## src/rtl/ahb_manager_arbiter.sv

```systemverilog
`default_nettype none
// ============================================================================
// Module   : ahb_manager_arbiter
// Purpose  : Two-manager AHB-Lite arbiter/mux onto one subordinate port.
//            Round-robin on NONSEQ, burst lock, and replay of responses that
//            complete while their manager is stalled.
// Revision : 1.0
// ============================================================================
module ahb_manager_arbiter #(
    parameter int AddressWidth = 32,
    parameter int DataWidth    = 32
) (
    input  logic                    HCLK,
    input  logic                    HRESETn,
    input  logic [AddressWidth-1:0] m0_haddr,
    input  logic [1:0]              m0_htrans,
    input  logic                    m0_hwrite,
    input  logic [2:0]              m0_hsize,
    input  logic [DataWidth-1:0]    m0_hwdata,
    output logic                    m0_hready,
    output logic [DataWidth-1:0]    m0_hrdata,
    output logic                    m0_hresp,
    input  logic [AddressWidth-1:0] m1_haddr,
    input  logic [1:0]              m1_htrans,
    input  logic                    m1_hwrite,
    input  logic [2:0]              m1_hsize,
    input  logic [DataWidth-1:0]    m1_hwdata,
    output logic                    m1_hready,
    output logic [DataWidth-1:0]    m1_hrdata,
    output logic                    m1_hresp,
    output logic                    s_hsel,
    output logic [AddressWidth-1:0] s_haddr,
    output logic [1:0]              s_htrans,
    output logic                    s_hwrite,
    output logic [2:0]              s_hsize,
    output logic [DataWidth-1:0]    s_hwdata,
    output logic                    s_hready,
    input  logic                    s_hreadyout,
    input  logic [DataWidth-1:0]    s_hrdata,
    input  logic                    s_hresp
);
    localparam logic [1:0] HTRANS_IDLE   = 2'd0;
    localparam logic [1:0] HTRANS_BUSY   = 2'd1;
    localparam logic [1:0] HTRANS_NONSEQ = 2'd2;
    localparam logic [1:0] HTRANS_SEQ    = 2'd3;

    logic a_sel_q, a_sel_d, d_sel_q, d_sel_d, d_vld_q, d_vld_d, rr_q, rr_d;
    logic held0_q, held0_d, held1_q, held1_d;
    logic hold0_resp_q, hold0_resp_d, hold1_resp_q, hold1_resp_d;
    logic [DataWidth-1:0] hold0_rdata_q, hold0_rdata_d, hold1_rdata_q, hold1_rdata_d;

    logic       req0, req1, grant0, grant1, locked, a_req, mux_sel, accept;
    logic       own0, own1, cap0, cap1;
    logic [1:0] a_htrans, mux_htrans;

    assign req0     = m0_htrans[1];
    assign req1     = m1_htrans[1];
    assign a_htrans = a_sel_q ? m1_htrans : m0_htrans;
    assign a_req    = a_htrans[1];
    assign locked   = (a_htrans == HTRANS_SEQ) || (a_htrans == HTRANS_BUSY);

    // Outside ready cycles the address owner is frozen so the subordinate sees a stable phase.
    always_comb begin
        grant0 = 1'b0;
        grant1 = 1'b0;
        if (HRESETn) begin
            if (s_hreadyout) begin
                if (locked) begin
                    grant0 = !a_sel_q;
                    grant1 = a_sel_q;
                end else if (req0 && !req1) begin
                    grant0 = 1'b1;
                end else if (req1 && !req0) begin
                    grant1 = 1'b1;
                end else if (req0 && req1) begin
                    grant0 = rr_q;
                    grant1 = !rr_q;
                end
            end else if (locked || a_req) begin
                grant0 = !a_sel_q;
                grant1 = a_sel_q;
            end
        end
    end

    assign mux_sel    = grant1 | (!grant0 & a_sel_q);
    assign mux_htrans = mux_sel ? m1_htrans : m0_htrans;
    assign accept     = s_hreadyout & ((grant0 & req0) | (grant1 & req1));

    assign s_hsel   = 1'b1;
    assign s_haddr  = mux_sel ? m1_haddr  : m0_haddr;
    assign s_hwrite = mux_sel ? m1_hwrite : m0_hwrite;
    assign s_hsize  = mux_sel ? m1_hsize  : m0_hsize;
    assign s_htrans = (grant0 | grant1) ? mux_htrans : HTRANS_IDLE;
    assign s_hwdata = d_sel_q ? m1_hwdata : m0_hwdata;
    assign s_hready = s_hreadyout;

    assign own0 = d_vld_q & !d_sel_q;
    assign own1 = d_vld_q &  d_sel_q;
    // A completing data phase whose manager is still waiting for the bus is parked for replay.
    assign cap0 = own0 & s_hreadyout & req0 & !grant0;
    assign cap1 = own1 & s_hreadyout & req1 & !grant1;

    always_comb begin
        a_sel_d       = accept ? grant1 : a_sel_q;
        d_sel_d       = accept ? grant1 : d_sel_q;
        d_vld_d       = s_hreadyout ? accept : d_vld_q;
        rr_d          = (accept && mux_htrans == HTRANS_NONSEQ) ? grant1 : rr_q;
        held0_d       = cap0 | (held0_q & !(grant0 & s_hreadyout));
        held1_d       = cap1 | (held1_q & !(grant1 & s_hreadyout));
        hold0_rdata_d = cap0 ? s_hrdata : hold0_rdata_q;
        hold1_rdata_d = cap1 ? s_hrdata : hold1_rdata_q;
        hold0_resp_d  = cap0 ? s_hresp  : hold0_resp_q;
        hold1_resp_d  = cap1 ? s_hresp  : hold1_resp_q;
    end

    always_ff @(posedge HCLK or negedge HRESETn) begin
        if (!HRESETn) begin
            a_sel_q       <= 1'b0;
            d_sel_q       <= 1'b0;
            d_vld_q       <= 1'b0;
            rr_q          <= 1'b1;
            held0_q       <= 1'b0;
            held1_q       <= 1'b0;
            hold0_rdata_q <= '0;
            hold1_rdata_q <= '0;
            hold0_resp_q  <= 1'b0;
            hold1_resp_q  <= 1'b0;
        end else begin
            a_sel_q       <= a_sel_d;
            d_sel_q       <= d_sel_d;
            d_vld_q       <= d_vld_d;
            rr_q          <= rr_d;
            held0_q       <= held0_d;
            held1_q       <= held1_d;
            hold0_rdata_q <= hold0_rdata_d;
            hold1_rdata_q <= hold1_rdata_d;
            hold0_resp_q  <= hold0_resp_d;
            hold1_resp_q  <= hold1_resp_d;
        end
    end

    always_comb begin
        if (held0_q)   m0_hready = grant0 & s_hreadyout;
        else if (own0) m0_hready = s_hreadyout & (grant0 | !req0);
        else if (req0) m0_hready = grant0 & s_hreadyout;
        else           m0_hready = 1'b1;
        if (!HRESETn)  m0_hready = 1'b1;

        if (held1_q)   m1_hready = grant1 & s_hreadyout;
        else if (own1) m1_hready = s_hreadyout & (grant1 | !req1);
        else if (req1) m1_hready = grant1 & s_hreadyout;
        else           m1_hready = 1'b1;
        if (!HRESETn)  m1_hready = 1'b1;
    end

    assign m0_hrdata = held0_q ? hold0_rdata_q : s_hrdata;
    assign m1_hrdata = held1_q ? hold1_rdata_q : s_hrdata;
    assign m0_hresp  = held0_q ? hold0_resp_q  : (own0 & s_hresp);
    assign m1_hresp  = held1_q ? hold1_resp_q  : (own1 & s_hresp);
endmodule
`default_nettype wire

```

## config.mk

```make
export PLATFORM = sky130hd
export DESIGN_NAME = ahb_manager_arbiter
export DESIGN_NICKNAME = d
export VERILOG_FILES = /design/src/rtl/ahb_manager_arbiter.sv
export SDC_FILE = /design/constraint.sdc
export NUM_CORES = 1
export LEC_CHECK = 0
export ABC_CLOCK_PERIOD_IN_PS = 6300
export CORE_MARGIN = 10
export CORE_UTILIZATION = 25
export DETAILED_ROUTE_END_ITERATION = 10
export SETUP_SLACK_MARGIN = 0.1
export SKIP_CTS_REPAIR_TIMING = 1
export SYNTH_ARGS = -nofsm -noshare
export SYNTH_HDL_FRONTEND = slang
export SYNTH_SLANG_ARGS = --single-unit
export TNS_END_PERCENT = 5
```

## constraint.sdc

```tcl
create_clock -name HCLK -period 6.3 [get_ports HCLK]
set_input_delay 1.26 -clock HCLK [delete_from_list [all_inputs] [get_ports HCLK]]
set_output_delay 1.26 -clock HCLK [all_outputs]
set_load 0.01 [all_outputs]
```

==> metrics.csv <==
stage,metric,value,unit
worst_setup_path,cell family with the largest share of critical-path delay,buffers and inverters,
worst_setup_path,Crit. Startpoint,m1_htrans[1],
clock_network,CTS max path bufs,2,
clock_network,# clock sinks,71,
global_route,largest net degree at the start of global routing,75,
worst_setup_path,count of cell instances traversed by the critical path,7,
clock_network,clock slew seen by the registers of the worst setup and hold paths,0.06,ns
logic_synthesis,top-area cell type share of the netlist area,40.9,%
logic_synthesis,complex-gate fraction of the synthesized area,3.90,%
timing,Pins Over Slew Limit,0,
detailed_routing,Via-to-Cell Ratio,4.56,
clock_network,number of levels in the clock H-tree,3,
clock_network,total clock buffers created by CTS,9,
finish,synthesis-to-finish area growth,76.0,%
worst_setup_path,crit path max-delay cell type,sky130_fd_sc_hd__clkdlybuf4s50_1,
worst_setup_path,crit-path cells,clkdlybuf4s50_1 -> a21boi_0 -> a22o_1 -> buf_4 -> mux2i_1 -> a311oi_1 -> clkdlybuf4s50_1,
finish,Total Nets Final,835,
logic_synthesis,number of warnings issued by yosys,0,
min_path,worst min-delay path category,reg2reg,
logic_synthesis,leading post-synthesis cells by cell area,"sky130_fd_sc_hd__mux2_2, sky130_fd_sc_hd__dfrtp_1, sky130_fd_sc_hd__mux2_4, sky130_fd_sc_hd__buf_12, sky130_fd_sc_hd__buf_4",
detailed_routing,starting DRC count in detailed routing,194,
logic_synthesis,Post-Syn Nets,532,
timing,final clock period utilization by the worst path,82.2,%
outcome,result of the run,"finished, final reports clean",
placed_design,final HPWL from detailed placement,15400,um
detailed_routing,post-route ant nets,0,
worst_setup_path,flop2flop setup slack,3.70,ns
clock_network,clock tree from TritonCTS,yes,
floorplanning,floorplan die area,0.0246,mm2
floorplanning,initial core utilization,25.7,%
logic_synthesis,post-synth design cell area,0.00468,mm2
timing,RSZ-0062 raised after global routing,no,
global_route,global routing usage summed across all routing layers,15.1,%
logic_synthesis,synthesized flop and latch total,71,
global_route,wire length of the first global-routing pass,28800,um
power,worst vdd rail ir drop,0.000102,V
logic_synthesis,average footprint of a synthesized cell,13.2,um2
worst_setup_path,category of the worst setup path launch point,input port,
worst_setup_path,Crit Path Category,in2out,
detailed_routing,mean routed wirelength per cell,21.5,um
timing,Max transition margin,36.6,%
logic_synthesis,number of enable flip-flop cells after synthesis,0,
worst_setup_path,Worst Setup End Kind,output pin,
worst_setup_path,Max stage delay on crit path,0.66,ns
floorplanning,num ports,316,
logic_synthesis,commonest register cell after synthesis,sky130_fd_sc_hd__dfrtp_1,
detailed_routing,Pre-antenna DRT Iters,4,
logic_synthesis,dominant combinational cell family by area after synthesis,multiplexers,
global_route,vias in the first global route,4751,
job,max cap viols,0,
floorplanning,chip height,157,um
global_route,number of antenna violations at the first check in global routing,1,
power,Leak Pwr,3.40,nW
worst_setup_path,data required time of the critical path,5.04,ns
finish,fraction of layout cells with a size suffix above 1,34.5,%
worst_setup_path,worst reg-to-reg path cell count,6,
logic_synthesis,post-synthesis xor/xnor area fraction,0,%
worst_setup_path,most prevalent standard cell on the critical path,sky130_fd_sc_hd__clkdlybuf4s50_1,
clock_network,worst-skew pair later-pin latency,0.34,ns
timing,highest clock rate,193,MHz
timing,slew at the pin with the worst max-slew slack,0.950,ns
logic_synthesis,share of flip-flops with an asynchronous set or reset after synthesis,100,%
detailed_routing,# DRC,0,
worst_setup_path,number of buffer and inverter instances along the worst setup path,3,
worst_setup_path,worst reg2reg path startpoint,d_sel_q,
logic_synthesis,cell count after synthesis,356,
global_route,GRT Residual Overflow,0,
logic_synthesis,Cell variety after synth,43,
timing,number of failing hold endpoints at the final stage,0,
logic_synthesis,cell type contributing the most total cell area after synthesis,sky130_fd_sc_hd__mux2_2,
logic_synthesis,"post-synthesis share of cell area spent on full adders, half adders and majority gates",0,%
logic_synthesis,share of synthesized area occupied by flip-flops and latches,38.0,%
detailed_routing,detailed-route via count,4075,
power,PD cells,310,mW/mm2
logic_synthesis,mux cell area share after synthesis,50.6,%
placed_design,global placement routability congestion,0.780,
placed_design,number of port buffers,314,
floorplanning,die width,157,um
timing,Setup TNS Final,0,ns
logic_synthesis,Synth Area in Simple Gates,3.10,%
timing,setup violation total in the final timing report,0,
min_path,number of instances on the worst hold path,1,
worst_setup_path,highest fanout seen on the critical path,38,
floorplanning,Core Region,0.0182,mm2
worst_setup_path,Critical path destination,s_htrans[0],
worst_setup_path,terminus of the critical flop-to-flop path,hold0_rdata_q[12],
worst_setup_path,arrival time worst endpoint,3.92,ns
floorplanning,number of cell rows,49,
timing,post-layout min period,5.18,ns
timing,Layout Skew,0.00383,ns
power,total power,2.55,mW
clock_network,Clock Tree Root,sky130_fd_sc_hd__clkbuf_16,
detailed_routing,drt total wl,19200,um
[synthesized netlist by cell type (2+ instances only)]
cell	number
sky130_fd_sc_hd__mux2_2	170
sky130_fd_sc_hd__dfrtp_1	70
sky130_fd_sc_hd__mux2_4	29
sky130_fd_sc_hd__nand2_1	9
sky130_fd_sc_hd__clkbuf_1	7
sky130_fd_sc_hd__buf_2	6
sky130_fd_sc_hd__buf_1	5
sky130_fd_sc_hd__buf_4	5
sky130_fd_sc_hd__inv_1	5
sky130_fd_sc_hd__o21ai_0	5
sky130_fd_sc_hd__nor2_1	4
sky130_fd_sc_hd__a21oi_1	3
sky130_fd_sc_hd__buf_12	3
sky130_fd_sc_hd__a21boi_0	2
sky130_fd_sc_hd__a21o_1	2
sky130_fd_sc_hd__mux2i_1	2
sky130_fd_sc_hd__nand3_1	2
sky130_fd_sc_hd__or2b_1	2
[power by group]
| group | switching (mW) | internal (mW) |
|---|---|---|
| Combinational | 0.417 | 0.838 |
| Sequential | 0.163 | 0.673 |
| Clock | 0.188 | 0.273 |
| Total | 0.768 | 1.78 |
[through the flow]
step	cell area (um2)	utilization [%]	hold WS, ns	setup WS, ns	std cells
final	8240	45.3	0.501	1.12	893
after global routing	8240	45.2	0.513	0.945	892
after CTS	8240	45.2	0.503	1.09	892
after detailed placement	7970	43.8	0.488	1.10	877
after global placement	7970	43.8	0.483	1.20	877
after floorplan	4680	-	0.474	2.38	356
[sequential cells by signal (all words and copies together) (netlist names)]
name and cells:
d_sel_q 1, d_vld_q 1, held0_q 1, held1_q 1, hold0_rdata_q 32, hold0_resp_q 1, hold1_rdata_q 32, hold1_resp_q 1
rr_q 1
[worst reg2reg max path, cell delays in order, from the launching register on]
cell and delay (ns):
sky130_fd_sc_hd__dfrtp_1 0.33, sky130_fd_sc_hd__buf_4 0.42, sky130_fd_sc_hd__a311o_2 0.24, sky130_fd_sc_hd__nand2_2 0.06, sky130_fd_sc_hd__a2111o_2 0.70, sky130_fd_sc_hd__buf_4 0.38
sky130_fd_sc_hd__mux2_4 0.36
[logic make-up (layout without fill, tap and decap cells)]
logic type,Yosys count,count (layout)
AND/OR/NAND/NOR,26,26
flip-flops,71,71
AO/OA/AOI/OAI,25,25
other,1,2
buffers and inverters,32,339
multiplexers,201,201
[layer usage]
metal	global-route usage (%)	share of wire, %	vias up
met5	0	0	-
met4	4.00	1.3	0
met3	7.65	10	20
met2	26.5	52	181
met1	15.7	36	1957
li1	-	-	1917
[worst min path at each step]
stage | start | to | slack (ns)
floorplan | hold1_rdata_q[10] | hold1_rdata_q[10] | 0.47
global placement | hold1_rdata_q[2] | hold1_rdata_q[2] | 0.48
detailed placement | hold1_rdata_q[10] | hold1_rdata_q[10] | 0.49
CTS | hold1_rdata_q[21] | hold1_rdata_q[21] | 0.50
global route | hold0_resp_q | hold0_resp_q | 0.51
finish | hold1_rdata_q[26] | hold1_rdata_q[26] | 0.50
[cell usage in the layout (no fill, tap or decap), types with 3 or more instances in the layout]
cell	synthesis	final
sky130_fd_sc_hd__clkbuf_16	0	9
sky130_fd_sc_hd__buf_4	5	6
sky130_fd_sc_hd__clkinv_2	0	3
sky130_fd_sc_hd__inv_1	5	5
sky130_fd_sc_hd__mux2_4	29	29
sky130_fd_sc_hd__dfrtp_1	70	68
sky130_fd_sc_hd__nand2_1	9	9
sky130_fd_sc_hd__a21oi_1	3	3
sky130_fd_sc_hd__clkdlybuf4s50_1	0	313
sky130_fd_sc_hd__o21ai_0	5	5
sky130_fd_sc_hd__mux2_2	170	170
sky130_fd_sc_hd__nor2_1	4	4
[area by class of cell]
type	instances	area, um2
Inverter	5	18.8
Tap cell	229	287
Timing Repair Buffer	319	3180
Multi-Input combinational cell	253	2710
Clock buffer	11	243
Sequential cell	71	1780
Antenna cell	1	2.50
Clock inverter	4	22.5
Fill cell	1630	9970
No activity file was read; power rests on OpenSTA's default activity.
